### config.mk
export PLATFORM = sky130hd
export DESIGN_NAME = lifo_fifo_buffer
export DESIGN_NICKNAME = d
export VERILOG_FILES = /design/src/rtl/lifo_fifo_buffer.sv
export SDC_FILE = /design/constraint.sdc
export NUM_CORES = 1
export LEC_CHECK = 0
export ABC_CLOCK_PERIOD_IN_PS = 4260
export CORE_MARGIN = 2
export CORE_UTILIZATION = 40
export CTS_BUF_LIST = sky130_fd_sc_hd__clkbuf_16
export DETAILED_ROUTE_END_ITERATION = 16
export DONT_BUFFER_PORTS = 1
export SLEW_MARGIN = 20
export SYNTH_ARGS = -nofsm -noshare
export SYNTH_HDL_FRONTEND = slang
export SYNTH_SLANG_ARGS = --single-unit
### constraint.sdc
create_clock -name clk_i -period 4.26 [get_ports clk_i]
set_clock_uncertainty 0.15 [all_clocks]
set_input_delay 0.639 -clock clk_i [delete_from_list [all_inputs] [get_ports clk_i]]
set_output_delay 0.639 -clock clk_i [all_outputs]
set_load 0.01 [all_outputs]
### src/rtl/lifo_fifo_buffer.sv
// Dual-mode (stack/queue) register-array buffer with occupancy flags,
// programmable threshold, burst drain and push/pop pass-through.
module lifo_fifo_buffer #(
  parameter  int unsigned DATA_WIDTH = 4,
  parameter  int unsigned DEPTH      = 16,
  parameter  int unsigned THRESHOLD  = 12,
  localparam int unsigned CW         = $clog2(DEPTH) + 1
) (
  input  logic                  clk_i,
  input  logic                  rst_i,
  input  logic                  mode_i,
  input  logic                  push_i,
  input  logic                  pop_i,
  input  logic [DATA_WIDTH-1:0] data_in_i,
  input  logic                  burst_start_i,
  input  logic [CW-1:0]         burst_len_i,
  output logic [DATA_WIDTH-1:0] data_out_o,
  output logic                  valid_out_o,
  output logic                  busy_o,
  output logic [CW-1:0]         count_o,
  output logic                  full_o,
  output logic                  empty_o,
  output logic                  threshold_o,
  output logic                  error_o
);

  localparam int unsigned AW = $clog2(DEPTH);

  typedef enum logic [0:0] {
    ST_IDLE  = 1'b0,
    ST_BURST = 1'b1
  } state_e;

  state_e                state_q, state_d;
  logic [DATA_WIDTH-1:0] mem_q [DEPTH];
  logic [CW-1:0]         count_q, count_d;
  logic [CW-1:0]         sp_q, sp_d;
  logic [CW-1:0]         remain_q, remain_d;
  logic [AW-1:0]         wr_ptr_q, wr_ptr_d;
  logic [AW-1:0]         rd_ptr_q, rd_ptr_d;
  logic                  cur_mode_q, cur_mode_d;
  logic [DATA_WIDTH-1:0] data_out_q, data_out_d;
  logic                  valid_q, valid_d;
  logic                  error_q, error_d;
  logic                  full_q, empty_q, thr_q;

  logic                  is_empty, is_full, idle, mode_ld, eff_mode;
  logic                  pop_one, push_one, swap;
  logic                  mem_we;
  logic [AW-1:0]         mem_waddr, rd_addr, top_idx;
  logic [DATA_WIDTH-1:0] rd_data;
  logic [CW-1:0]         burst_clip;

  assign is_empty = (count_q == '0);
  assign is_full  = (count_q == CW'(DEPTH));
  assign idle     = (state_q == ST_IDLE);
  // Mode is only switchable while nothing is stored; that cycle already uses the new mode.
  assign mode_ld  = is_empty && idle;
  assign eff_mode = mode_ld ? mode_i : cur_mode_q;

  assign top_idx    = AW'(sp_q - CW'(1));
  assign rd_addr    = eff_mode ? rd_ptr_q : top_idx;
  assign rd_data    = mem_q[rd_addr];
  assign burst_clip = (burst_len_i < count_q) ? burst_len_i : count_q;

  // Next-state, datapath control and registered-output values
  always_comb begin
    state_d    = state_q;
    remain_d   = remain_q;
    cur_mode_d = cur_mode_q;
    count_d    = count_q;
    sp_d       = sp_q;
    wr_ptr_d   = wr_ptr_q;
    rd_ptr_d   = rd_ptr_q;
    data_out_d = data_out_q;
    valid_d    = 1'b0;
    error_d    = 1'b0;
    mem_we     = 1'b0;
    mem_waddr  = '0;
    pop_one    = 1'b0;
    push_one   = 1'b0;
    swap       = 1'b0;

    if (mode_ld) begin
      cur_mode_d = mode_i;
    end else if ((mode_i != cur_mode_q) && !is_empty) begin
      error_d = 1'b1;
    end

    case (state_q)
      ST_IDLE: begin
        if (burst_start_i && (burst_len_i != '0) && !is_empty) begin
          // First beat pops on the launch edge, so busy and valid_out align.
          state_d  = ST_BURST;
          pop_one  = 1'b1;
          remain_d = burst_clip - CW'(1);
          if (push_i) begin
            error_d = 1'b1;
          end
        end else if (push_i && pop_i) begin
          if (is_empty) begin
            data_out_d = data_in_i;
            valid_d    = 1'b1;
          end else begin
            swap = 1'b1;
          end
        end else if (push_i) begin
          if (is_full) begin
            error_d = 1'b1;
          end else begin
            push_one = 1'b1;
          end
        end else if (pop_i) begin
          if (is_empty) begin
            error_d = 1'b1;
          end else begin
            pop_one = 1'b1;
          end
        end
      end
      ST_BURST: begin
        if (push_i || pop_i || burst_start_i) begin
          error_d = 1'b1;
        end
        if (remain_q != '0) begin
          pop_one  = 1'b1;
          remain_d = remain_q - CW'(1);
        end else begin
          state_d = ST_IDLE;
        end
      end
      default: begin
        state_d = ST_IDLE;
      end
    endcase

    if (pop_one) begin
      data_out_d = rd_data;
      valid_d    = 1'b1;
      count_d    = count_q - CW'(1);
      if (eff_mode) begin
        rd_ptr_d = rd_ptr_q + AW'(1);
      end else begin
        sp_d = sp_q - CW'(1);
      end
    end

    if (push_one) begin
      mem_we  = 1'b1;
      count_d = count_q + CW'(1);
      if (eff_mode) begin
        mem_waddr = wr_ptr_q;
        wr_ptr_d  = wr_ptr_q + AW'(1);
      end else begin
        mem_waddr = AW'(sp_q);
        sp_d      = sp_q + CW'(1);
      end
    end

    // Simultaneous push/pop on a non-empty buffer: read old value, write new one.
    if (swap) begin
      data_out_d = rd_data;
      valid_d    = 1'b1;
      mem_we     = 1'b1;
      if (eff_mode) begin
        mem_waddr = wr_ptr_q;
        wr_ptr_d  = wr_ptr_q + AW'(1);
        rd_ptr_d  = rd_ptr_q + AW'(1);
      end else begin
        mem_waddr = top_idx;
      end
    end
  end

  // Control and status registers
  always_ff @(posedge clk_i or posedge rst_i) begin
    if (rst_i) begin
      state_q    <= ST_IDLE;
      remain_q   <= '0;
      cur_mode_q <= 1'b0;
      count_q    <= '0;
      sp_q       <= '0;
      wr_ptr_q   <= '0;
      rd_ptr_q   <= '0;
      data_out_q <= '0;
      valid_q    <= 1'b0;
      error_q    <= 1'b0;
      full_q     <= 1'b0;
      empty_q    <= 1'b1;
      thr_q      <= 1'b0;
    end else begin
      state_q    <= state_d;
      remain_q   <= remain_d;
      cur_mode_q <= cur_mode_d;
      count_q    <= count_d;
      sp_q       <= sp_d;
      wr_ptr_q   <= wr_ptr_d;
      rd_ptr_q   <= rd_ptr_d;
      data_out_q <= data_out_d;
      valid_q    <= valid_d;
      error_q    <= error_d;
      full_q     <= (count_d == CW'(DEPTH));
      empty_q    <= (count_d == '0);
      thr_q      <= (count_d >= CW'(THRESHOLD));
    end
  end

  // Storage array; contents are meaningless once pointers reset
  always_ff @(posedge clk_i) begin
    if (mem_we) begin
      mem_q[mem_waddr] <= data_in_i;
    end
  end

  assign data_out_o  = data_out_q;
  assign valid_out_o = valid_q;
  assign busy_o      = (state_q == ST_BURST);
  assign count_o     = count_q;
  assign full_o      = full_q;
  assign empty_o     = empty_q;
  assign threshold_o = thr_q;
  assign error_o     = error_q;

endmodule

-- Word-level counts from Yosys, hierarchy flattened
Memories as Yosys holds them, arrays and structs flattened.
Index checks and enable logic that the tools add are counted.
- memory bits (writable): 64
- input bits: 15
- memories kept: 1
- register bits: 34
- muxes and demuxes: 68
- $add $sub $neg: 8
- reduce and logical (&&, ||, !) cells: 16
- bitwise gates (word level): 1
- order comparisons: 2
- equality and inequality tests: 7
- memory list (memory ; depth ; bits a word ; rd ports ; clocked after memory_dff ; write ports ; line ; RTL):
    mem_q ; 16 ; 4 ; 1 ; 0 ; 1 ; 35 ; logic [DATA_WIDTH-1:0] mem_q [DEPTH];
- operator list (cell ; count):
    4-bit two-way mux ; 19
    5-bit two-way mux ; 9
    1-bit two-way mux ; 36
    5-bit by 1-bit subtractor with 5-bit output, second input constant ; 4
    5-bit by 1-bit adder with 5-bit output, second input constant ; 2
    5-bit equality test, second input constant ; 2
    5-bit logical NOT ; 2
    5-bit one-hot mux with 2 select lines ; 1
    5-bit nonzero test ; 2
    4-bit by 1-bit adder with 4-bit output, second input constant ; 2
    1-bit one-hot mux with 2 select lines ; 3
    3-bit nonzero test ; 2
    5-bit by 4-bit greater-or-equal comparator with 1-bit output, second input constant ; 1
    1-bit logical AND ; 5
    5-bit less-than comparator ; 1
    2-bit by 1-bit != test with 1-bit output, second input constant ; 2
    4-bit AND reduction ; 1
    3-bit by 1-bit != test with 1-bit output, second input constant ; 1
    3-bit != test, second input constant ; 1
    1-bit logical OR ; 2
    2-bit AND reduction ; 1
    1-bit logical NOT ; 1
    1-bit != test ; 1
    1-bit inverter ; 1

-- Longest topological paths before layout
- depth in word-level cells: 11
- gate-level depth with buffers: 13

-- Worst setup path before layout
No wires, ideal clock.
- path kind: in2reg
- from: input burst_len_i[4]
- to: memory mem_q[0][0], enable pin
- buffers on the path: 1
- setup slack: 900 ps
- arrival time: 2849 ps
- cell stages on the path: 9
- data required time: 3749 ps
- library setup time: 361 ps
- path through: or4_1 > o21ai_0 > and3_1 > buf_2 > nand2_1 > o211ai_1 > a21oi_1 > or2_2 > nor3_1
- cells in the longest elaborated chain, start to end: 9
- elaborated cells on any way between the ends: 13
- classes of those cells: 10 x mux; 3 x reduce/logical
- RTL lines (item ; line ; RTL):
    start: declaration ; 16 ; input logic [CW-1:0] burst_len_i,
    5-bit nonzero test (*) ; 92 ; if (burst_start_i && (burst_len_i != '0) && !is_empty) begin
    1-bit logical AND (*) (2 in a row) ; 92 ;
    1-bit two-way mux ; 92 ;
    1-bit two-way mux ; 90 ; case (state_q)
    1-bit two-way mux ; 148 ; if (push_one) begin
    1-bit two-way mux ; 161 ; if (swap) begin
    1-bit two-way mux ; 210 ; if (mem_we) begin
    1-bit two-way mux (not written as such) ; 211 ; mem_q[mem_waddr] <= data_in_i;
    end: declaration ; 35 ;
Mark *: on every way between the ends. The rest lies on a longest branch, timed or not.

-- Final worst setup path
- from: register count_q[1] (netlist: count_o[1])
- to: register data_out_q[3] (netlist: data_out_o[3])
- cells in the longest elaborated chain, start to end: 9
- elaborated cells on any way between the ends: 23
- classes of those cells: 2 x eq/ne; 13 x mux; 7 x reduce/logical; 1 x memory
- RTL lines (item ; line ; RTL):
    start: declaration ; 36 ; logic [CW-1:0] count_q, count_d;
    start signal: assignment ; 195 ; count_q <= count_d;
    5-bit logical NOT (*) ; 54 ; assign is_empty = (count_q == '0);
    1-bit two-way mux ; 101, 114 ;
    1-bit two-way mux ; 113 ; end else if (pop_i) begin
    1-bit two-way mux ; 107 ; end else if (push_i) begin
    1-bit two-way mux ; 100 ; end else if (push_i && pop_i) begin
    1-bit two-way mux ; 92 ;
    1-bit one-hot mux with 2 select lines ; 90 ;
    3-bit != test (no source line) (tied with other cells) ; n/a ;
    4-bit AND reduction (no source line) or 4-bit two-way mux (tied branches) ; n/a ;
    end signal: assignment ; 199 ; data_out_q <= data_out_d;
    end: declaration ; 42 ; logic [DATA_WIDTH-1:0] data_out_q, data_out_d;
Marked as above.
A chain may end at the register's enable or synchronous reset.

==> summary.txt <==
Primary FF master, synth: edfxtp_1
Crit Path Category: reg -> reg
Placed Cells: 537
Register area share after synthesis: 0.5804
Hold Path Class: in -> reg
Worst vdd ir: 0.0005911 V
Final Setup Violations: 0
Row Count: 39
Non-filler instance count after layout: 554
GRT Residual Overflow: 0
R2R cell count: 10
GRT busiest layer: met1
Setup Buffers After CTS: 0
Drt pass-1 iters: 4
M3 GR Usage: 0.04339
Vias per cell: 5.511
Worst-path clk slew: 70 ps
Static leakage: 0.001950 µW
Clk buf depth: 2
Avg Inst Size Synth: 11.72 µm²
DRT Wirelength: 10080 µm
Iteration-0 DRC Markers: 305
First-pass GRT wire length: 16640 µm
Met1 Usage GRT: 0.2571
Max-slew headroom: 0.4963
Post-Synthesis Cell Area: 0.004736 mm²
Ant. Diodes: 0
Cts bufs inserted: 9
Critical R2R Launch: count_o[1]
Total Die Area: 0.01273 mm²
Post-CTS Hold Fix Bufs: 1
Synth async-reset ratio: 0.3402
FF+latch count, synth: 97
Vias in the first global route: 3059
Die X: 112.8 µm
Total number of yosys warnings: 0
DP Area: 0.004855 mm²
Routed wire per std cell: 18.20 µm
CTS sink count: 97
Chip Height: 112.8 µm
Crit end category: flop
Flop-to-flop setup slack: 400 ps
Worst-skew pair later-pin latency: 350 ps
Post-DP HPWL: 7018 µm
# IOs: 30
Initial antenna violation count: 0
Remaining antenna violation count after routing: 0
Post-synth EDFFs: 64
Initial Utilization: 0.4130
Root buffer cell: clkbuf_16
Total track usage: 0.1718
Power density over the cells: 762.9 mW/mm²
Global Route met2 Usage: 0.2383
Worst setup startpoint: count_o[1]
Post-CTS sizing: 0
Final Hold Vio Count: 0
Fin nets: 432
Largest net degree at the start of global routing: 29
Fin crit share: 0.9066
PortBufs: 0
Critical path data required time: 4360 ps
Layout cell share with drive strength beyond 1: 0.09732
Fmax: 258.9 MHz
Outcome: finished, final reports clean
CTS tree: yes
Final Max Slew Viols: 0
Area grow syn2layout: 8.983%
Core region area: 0.01147 mm²
TNS Setup: 0 ps
Net Count, Synth: 430
# Max-Cap Violations: 0
CP endpoint: data_out_o[3]
Routed vias: 3053
H-Tree Depth: 3
CP arrival: 3970 ps
Fillcell total: 1067
Max FO, Critical Path: 18
DRC errors left: 0
Min cycle time layout: 3862 ps
Slew @ Worst Pin: 755.6 ps
RSZ-0062 raised after global routing: false
Worst setup SP type: flop
Cells after Synth: 404
Global placement routability congestion: 0.8383
Design Area, Final: 0.005161 mm²
End of the worst register-to-register path: data_out_o[3]
Synth cell types: 52
critical path, cell delays in order (launching register included):
cell and delay, ps:
dfrtp_1 480, inv_1 140, ha_1 180, or4b_4 500
nor2_4 130, mux2i_4 540, inv_4 150, mux2_1 740
mux2i_1 340, o211ai_2 140, a211oi_1 270
flip-flops by register name, indices dropped and copies added (netlist names), 4 cells and up:
| signal | cells |
|---|---|
| sp_q | 4 |
| remain_q | 5 |
| count_o | 5 |
| rd_ptr_q | 4 |
| mem_q | 64 |
| data_out_o | 4 |
| wr_ptr_q | 4 |
worst min path at each step:
stage	start	to	slack, ps	cells after the start
2_1_floorplan	rd_ptr_q[3]	rd_ptr_q[3]	300	1
3_3_place_gp	rst_i	rd_ptr_q[3]	290	1
3_5_place_dp	rst_i	valid_out_o	300	1
4_1_cts	data_in_i[2]	mem_q[8][2]	220	0
5_1_grt	data_in_i[0]	mem_q[2][0]	210	0
6_report	data_in_i[0]	mem_q[2][0]	230	0
through the flow:
step,utilization,total power (µW),setup WS [ps],hold slack (ps)
floorplan,-,2812,899.7,295.4
global placement,0.4234,3117,439.2,292.9
detailed placement,0.4234,3137,395.6,300.3
CTS,0.4501,3955,381.2,215.1
global route,0.4501,4235,81.44,209.5
finish,0.4501,3938,397.8,232.4
power breakdown:
part	total [µW]	switching, µW	internal [µW]
combinational	1760	1050	709
clock	812	355	457
sequential	1370	200	1170
final cells by class:
class / count / area, µm² / area share
clock inverter: 7 / 71.32 / 0.01382
clock buffer: 9 / 225.2 / 0.04364
timing repair buffer: 9 / 70.07 / 0.01358
tap: 143 / 178.9 / 0.03467
inverter: 15 / 58.81 / 0.01139
sequential: 97 / 2749 / 0.5326
multi-input combinational: 274 / 1808 / 0.3503
routing by layer:
metal,part of all wire,up-vias
met5,0,-
met3,0.052,12
met2,0.43,72
met1,0.50,1487
met4,0.015,0
li1,-,1482
kinds of logic (layout without fill, tap and decap cells):
logic type / Yosys count / count (layout) / synth area share
mux: 34 / 34 / 0.07794
simple gates: 129 / 129 / 0.1268
compound gates: 81 / 81 / 0.1128
fa+ha+maj: 11 / 11 / 0.02906
flops: 97 / 97 / 0.5804
xor+xnor: 19 / 19 / 0.03514
buf+inv: 33 / 40 / 0.03778
synth_stat cells (all sizes together) (2+ instances only):
library cell  count  share of area
edfxtp           64           0.41
nand2            50          0.040
nor2             35          0.029
dfrtp            32           0.17
mux2i            30          0.068
a21oi            24          0.028
o21ai            18          0.019
inv              15          0.012
buf              12          0.021
nand4            12          0.016
xnor2            12          0.022
a211oi           11          0.017
ha               11          0.029
nor3              8         0.0085
a22oi             7          0.011
nand2b            7         0.0092
xor2              7          0.013
clkbuf            6         0.0048
o211ai            6          0.012
a221oi            4         0.0074
mux2              4          0.010
nor4              4         0.0053
nand3             3         0.0032
a21o              2         0.0032
a22o              2         0.0037
and3              2         0.0026
o21a              2         0.0032
or3               2         0.0026
cell usage in the layout, fill, tap and decap left out, types with 3 or more instances in the layout:
cell | netlist | routed
nand2_1 | 50 | 50
a211oi_1 | 11 | 11
mux2i_1 | 27 | 27
ha_1 | 11 | 11
xor2_1 | 7 | 7
o21ai_0 | 17 | 17
nor4_1 | 4 | 4
xnor2_1 | 12 | 12
buf_4 | 3 | 8
nand3_1 | 3 | 3
edfxtp_1 | 64 | 64
nand4_1 | 12 | 12
inv_1 | 14 | 15
a22oi_1 | 7 | 7
nand2b_1 | 7 | 7
clkbuf_16 | 0 | 9
a221oi_1 | 4 | 4
a21oi_2 | 3 | 3
nor2_1 | 34 | 34
dfrtp_1 | 32 | 32
nor3_1 | 8 | 8
a21oi_1 | 21 | 21
o211ai_1 | 4 | 4
(Power assumes the default switching activity.)
